<file path="config.mk">
export PLATFORM = sky130hd
export DESIGN_NAME = pipelined_adder
export DESIGN_NICKNAME = d
export VERILOG_FILES = /design/src/rtl/alu_pkg.sv /design/src/rtl/adder_slice.sv /design/src/rtl/pipelined_adder.sv
export SDC_FILE = /design/constraint.sdc
export NUM_CORES = 1
export LEC_CHECK = 0
export CORE_MARGIN = 1
export CORE_UTILIZATION = 60
export CTS_CLUSTER_SIZE = 12
export DETAILED_ROUTE_END_ITERATION = 8
export DONT_BUFFER_PORTS = 1
export HOLD_SLACK_MARGIN = 0.12
export PLACE_DENSITY = 0.83
export SLEW_MARGIN = 25
export SYNTH_ARGS = -nofsm -noshare
export SYNTH_HDL_FRONTEND = slang
export SYNTH_SLANG_ARGS = --single-unit
</file>
<file path="constraint.sdc">
create_clock -name clk -period 6.2 [get_ports clk]
set_clock_uncertainty 0.2 [all_clocks]
set_input_delay 0.62 -clock clk [delete_from_list [all_inputs] [get_ports clk]]
set_output_delay 0.62 -clock clk [all_outputs]
set_load 0.02 [all_outputs]
</file>
<file path="src/rtl/alu_pkg.sv">
// alu_pkg: shared constants and helpers for the pipelined adder.
// Opcode encodings, default geometry and slice-geometry helpers.
package alu_pkg;

  localparam logic OP_ADD = 1'b0;
  localparam logic OP_SUB = 1'b1;

  localparam int DEF_WIDTH  = 32;
  localparam int DEF_STAGES = 4;

  function automatic int slice_w(
    input int w,
    input int s
  );
    return w / s;
  endfunction

  function automatic bit geom_ok(
    input int w,
    input int s
  );
    return (s >= 1) && (s <= w) && (w % s == 0);
  endfunction

endpackage

</file>
<file path="src/rtl/adder_slice.sv">
// adder_slice: one registered SW-bit add step of the pipelined adder.
// Carries the operands and partial result alongside the slice carry.
module adder_slice
  import alu_pkg::*;
#(
  parameter int WIDTH = DEF_WIDTH,
  parameter int SW    = 8,
  parameter int IDX   = 0
) (
  input  logic             clk,
  input  logic             rst_n,
  input  logic             load,
  input  logic             valid_in,
  input  logic [WIDTH-1:0] a,
  input  logic [WIDTH-1:0] bp,
  input  logic [WIDTH-1:0] res,
  input  logic             carry,
  output logic             valid,
  output logic [WIDTH-1:0] a_q,
  output logic [WIDTH-1:0] bp_q,
  output logic [WIDTH-1:0] res_q,
  output logic             carry_q
);

  localparam int LO = IDX * SW;

  logic [SW:0]      part;
  logic [WIDTH-1:0] res_next;

  always_comb begin
    part = {1'b0, a[LO +: SW]}
         + {1'b0, bp[LO +: SW]}
         + {{SW{1'b0}}, carry};
    res_next = res;
    res_next[LO +: SW] = part[SW-1:0];
  end

  // Data only moves with a valid token so held outputs never glitch.
  always_ff @(posedge clk or negedge rst_n) begin
    if (!rst_n) begin
      valid   <= 1'b0;
      a_q     <= '0;
      bp_q    <= '0;
      res_q   <= '0;
      carry_q <= 1'b0;
    end else if (load) begin
      valid <= valid_in;
      if (valid_in) begin
        a_q     <= a;
        bp_q    <= bp;
        res_q   <= res_next;
        carry_q <= part[SW];
      end
    end
  end

endmodule

</file>
<file path="src/rtl/pipelined_adder.sv">
// pipelined_adder: STAGES-deep carry-chained add/sub with elastic
// valid/ready flow control and carry, overflow and zero flags.
module pipelined_adder
  import alu_pkg::*;
#(
  parameter int WIDTH  = DEF_WIDTH,
  parameter int STAGES = DEF_STAGES
) (
  input  logic             clk,
  input  logic             rst_n,
  input  logic             in_valid,
  output logic             in_ready,
  input  logic [WIDTH-1:0] a,
  input  logic [WIDTH-1:0] b,
  input  logic             sub,
  input  logic             cin,
  output logic             out_valid,
  input  logic             out_ready,
  output logic [WIDTH-1:0] sum,
  output logic             cout,
  output logic             ovf,
  output logic             zero
);

  localparam int SW = slice_w(WIDTH, STAGES);

  if (!geom_ok(WIDTH, STAGES)) begin : g_bad_geom
    $error("pipelined_adder: WIDTH must be a multiple of STAGES");
  end

  logic [WIDTH-1:0] a_p   [STAGES+1];
  logic [WIDTH-1:0] bp_p  [STAGES+1];
  logic [WIDTH-1:0] res_p [STAGES+1];
  logic [STAGES:0]  carry_p;
  logic [STAGES:0]  vld;
  logic [STAGES:0]  ld;

  assign a_p[0]     = a;
  assign bp_p[0]    = (sub == OP_SUB) ? ~b : b;
  assign res_p[0]   = '0;
  assign carry_p[0] = (sub == OP_ADD) ? cin : 1'b1;
  assign vld[0]     = in_valid;
  assign ld[STAGES] = out_ready;

  for (genvar k = 0; k < STAGES; k++) begin : g_stage
    // A stage moves when empty or when its successor moves.
    assign ld[k] = !vld[k+1] | ld[k+1];

    adder_slice #(
      .WIDTH (WIDTH),
      .SW    (SW),
      .IDX   (k)
    ) u_slice (
      .clk      (clk),
      .rst_n    (rst_n),
      .load     (ld[k]),
      .valid_in (vld[k]),
      .a        (a_p[k]),
      .bp       (bp_p[k]),
      .res      (res_p[k]),
      .carry    (carry_p[k]),
      .valid    (vld[k+1]),
      .a_q      (a_p[k+1]),
      .bp_q     (bp_p[k+1]),
      .res_q    (res_p[k+1]),
      .carry_q  (carry_p[k+1])
    );
  end

  logic a_msb;
  logic bp_msb;

  assign a_msb     = a_p[STAGES][WIDTH-1];
  assign bp_msb    = bp_p[STAGES][WIDTH-1];
  assign in_ready  = ld[0];
  assign out_valid = vld[STAGES];
  assign sum       = res_p[STAGES];
  assign cout      = carry_p[STAGES];
  assign ovf       = (a_msb == bp_msb)
                   & (sum[WIDTH-1] != a_msb);
  assign zero      = out_valid & ~|sum;

endmodule

</file>
==> flow_metrics.py <==
metrics = {
    "outcome": {
        "status": "completed",
    },
    "sta": {
        "worst_pin_slew_ns": 0.9278,
        "slew_violations": 0,
        "finalSetupViolations": 0,
        "setup_tns_ns": 0,
        "slew_headroom_pct": 38.15,
        "hold_violations": 0,
        "rsz0062_at_grt": "no",
        "fin_crit_ns": 3.224,
        "fmax_mhz": 310.2,
        "finalCritPeriodShare_pct": 52.00,
        "fin_ws_ns": 2.976,
    },
    "min_path": {
        "min-delay-start": "a[31]",
        "worstHoldPathType": "primary input to flip-flop",
    },
    "setup_path": {
        "critPathArrivalTime_ns": 2.40,
        "cp_top_family": "simple AND/OR/NAND/NOR gates",
        "endpoint_kind": "output port",
        "path_max_fanout": 3,
        "crit_path_start_kind": "flip-flop",
        "critical_path_class": "flip-flop to output port",
        "worstPathCellList": "nor4_1 > nand4_1 > nor3_1",
        "crit_slowest_cell": "nor3_1",
        "max_stage_delay_ns": 0.72,
        "required_ns": 5.38,
        "reg2reg_from": "g_stage[0].u_slice.a_q[8]",
        "crit_buf_inv": 0,
        "critPathLaunch": "g_stage[3].u_slice.res_q[5]",
    },
    "clock_tree": {
        "path_clk_slew_ns": 0.07,
        "cts_tree": "yes",
        "cts_resized": 0,
        "cts-root-buf": "clkbuf_16",
        "post_cts_buffers": 0,
        "cts.sink_count": 186,
        "numCtsBuffers": 17,
        "clockBufferDepth": 2,
        "htreeDepth": 4,
        "clk_latency_ns": 0.43,
    },
    "layout": {
        "layout_common_cells": "dfrtp_1, mux2_2, nand2_1",
        "syn_to_final_growth_pct": 10.04,
        "layout.nets": 771,
        "seqCellArea_mm2": 0.004654,
        "nFillCells": 980,
        "drive_gt1_share_pct": 23.45,
        "layout_commonest_cell": "dfrtp_1",
        "fin_util_pct": 67.35,
        "multi_input_area_mm2": 0.003590,
        "diodes": 0,
    },
    "grt": {
        "track_usage_pct": 22.42,
        "grt_pass1_vias": 5122,
        "grt_pass1_wl_mm": 24.75,
        "antenna_found_initial": 0,
        "grt_max_degree": 187,
        "overflow": 0,
    },
    "die": {
        "die_h_um": 120.8,
        "core_area_mm2": 0.01383,
        "dieArea_mm2": 0.01458,
        "num_io_pins": 107,
        "num_rows": 43,
        "die_w_um": 120.8,
        "initial_core_util_pct": 61.21,
    },
    "drt": {
        "drc": 0,
        "drtIter0Drc": 254,
        "drtAntennaViolNets": 0,
        "via_per_inst": 5.798,
        "drt_wl_total_mm": 15.29,
        "num_vias": 4975,
        "dr.pass1.iters": 4,
        "detail_route.wl_per_cell_um": 17.82,
    },
    "synth": {
        "syn_inst": 656,
        "synth_nets": 762,
        "ys_types": 44,
        "synth-seq-cells": 186,
        "ys_warn_count": 0,
        "ys_seq_area_share_pct": 55.00,
        "syn-cell-area_mm2": 0.008463,
        "avgSynthCellArea_um2": 12.90,
    },
    "placed_design": {
        "place_ws_ns": 3.126,
        "globalplace.congestion": 0.9083,
        "dpl.hpwl_mm": 10.26,
        "io_buffers": 0,
    },
    "power_and_ir_drop": {
        "p_comb_share_pct": 26.0,
        "clkPwrFrac_pct": 26.3,
        "swShare_pct": 32.88,
        "p_sw_w": 0.001426,
        "p_leak_nw": 4.031,
        "ir_drop_v": 0.0002255,
        "p_seq_share_pct": 47.7,
        "intPower_w": 0.002910,
        "power_density_mw_per_mm2": 465.6,
        "finalPower_w": 0.004336,
    },
    "run": {
        "maxCapViolations": 0,
    },
}
worst paths after layout:
check	depth (start not counted)	end	slack, ns
worst max-delay path	3	zero	2.98
worst min-delay path	1	g_stage[0].u_slice.a_q[31]	0.13
worst max register to register	7	g_stage[1].u_slice.res_q[14]	3.58
worst min register to register	2	g_stage[0].u_slice.bp_q[21]	0.28
max in group asynchronous	2	g_stage[1].u_slice.res_q[8]	4.46
min in group asynchronous	2	g_stage[2].u_slice.bp_q[25]	0.71
sequential cells by signal, summed over array words and instances, names as in the netlist:
register	count
g_stage.u_slice.valid	4
g_stage.u_slice.bp_q	49
g_stage.u_slice.a_q	49
g_stage.u_slice.carry_q	4
g_stage.u_slice.res_q	80
layout make-up:
class | instances | area share, %
inverter | 6 | 0.2418
clock inverter | 13 | 2.069
sequential | 186 | 49.98
multi-input combinational | 437 | 38.55
clock buffer | 19 | 4.756
timing repair buffer | 17 | 1.988
tap | 180 | 2.418
logic make-up after synthesis:
family	after synthesis	share of synthesized area [%]
and+or+nand+nor	107	6.165
muxes	129	17.16
adders and majority gates	36	6.032
AOI/OAI and AO/OA	118	8.102
DFF	186	55.00
xor gates and xnor gates	47	4.864
buffers and inverters	33	2.676
layer usage:
layer | routed length [µm] | track usage [%]
met5 | 0 | 0
met4 | 165 | 6.559
met3 | 819 | 7.075
met2 | 7700 | 37.18
met1 | 6606 | 28.26
stage by stage:
stage | cells | hold slack, ns | cell area (µm²)
finish | 858 | 0.1321 | 9313
global route | 858 | 0.1203 | 9313
CTS | 852 | 0.1202 | 9248
detailed placement | 810 | 0.1290 | 8494
global placement | 810 | 0.1302 | 8494
floorplan | 656 | 0.1244 | 8463
cell usage after synthesis:
cell      count  share of area, %
fa_1          8               1.9
nand2b_1      9              0.67
o21ai_0      51               3.0
xnor2_1      27               2.8
clkbuf_1      1             0.044
a41o_1        1              0.12
and3b_4       1              0.15
nor2_1       15              0.67
nand4_1       2              0.15
a31o_2        1              0.10
a211oi_1     10              0.89
nand2_4       2              0.27
o211ai_1      3              0.27
nand2_2       1             0.074
nand2_1      55               2.4
nand3b_1      1             0.089
or2_2         3              0.22
a21oi_1      20               1.2
buf_6        10               1.3
o31ai_1       7              0.62
and2_1        3              0.22
ha_1         28               4.1
o41ai_1       1              0.10
xor2_1       20               2.1
o21a_1        1             0.089
a211o_1       2              0.21
a21o_1        7              0.62
a31oi_1       3              0.22
nand3_4       1              0.21
buf_4         3              0.27
and3_1        1             0.074
nor4_1        6              0.44
clkbuf_2      2              0.12
mux2_2      116                15
nor3_1        3              0.18
buf_2        11              0.65
nor2b_1       1             0.074
dfrtp_1     186                55
or3_1         2              0.15
nor4b_1       1              0.10
mux2_1       13               1.7
o22ai_1       1             0.074
inv_1         6              0.27
o21ai_1      10              0.59
power groups by stage:
stage	combinational, W	sequential, W	clock, W
2_1_floorplan	0.000932	0.00198	0
3_3_place_gp	0.00103	0.00207	0
3_5_place_dp	0.00109	0.00209	0
4_1_cts	0.00113	0.00207	0.00116
5_1_grt	0.00127	0.00212	0.00122
6_report	0.00113	0.00207	0.00114
timing repair:
item                                    CTS  global route
hold buffers                             10             6
hold endpoints to repair                194             6
endpoints found under the setup margin    0             0
No activity file was read; power rests on OpenSTA's default activity.
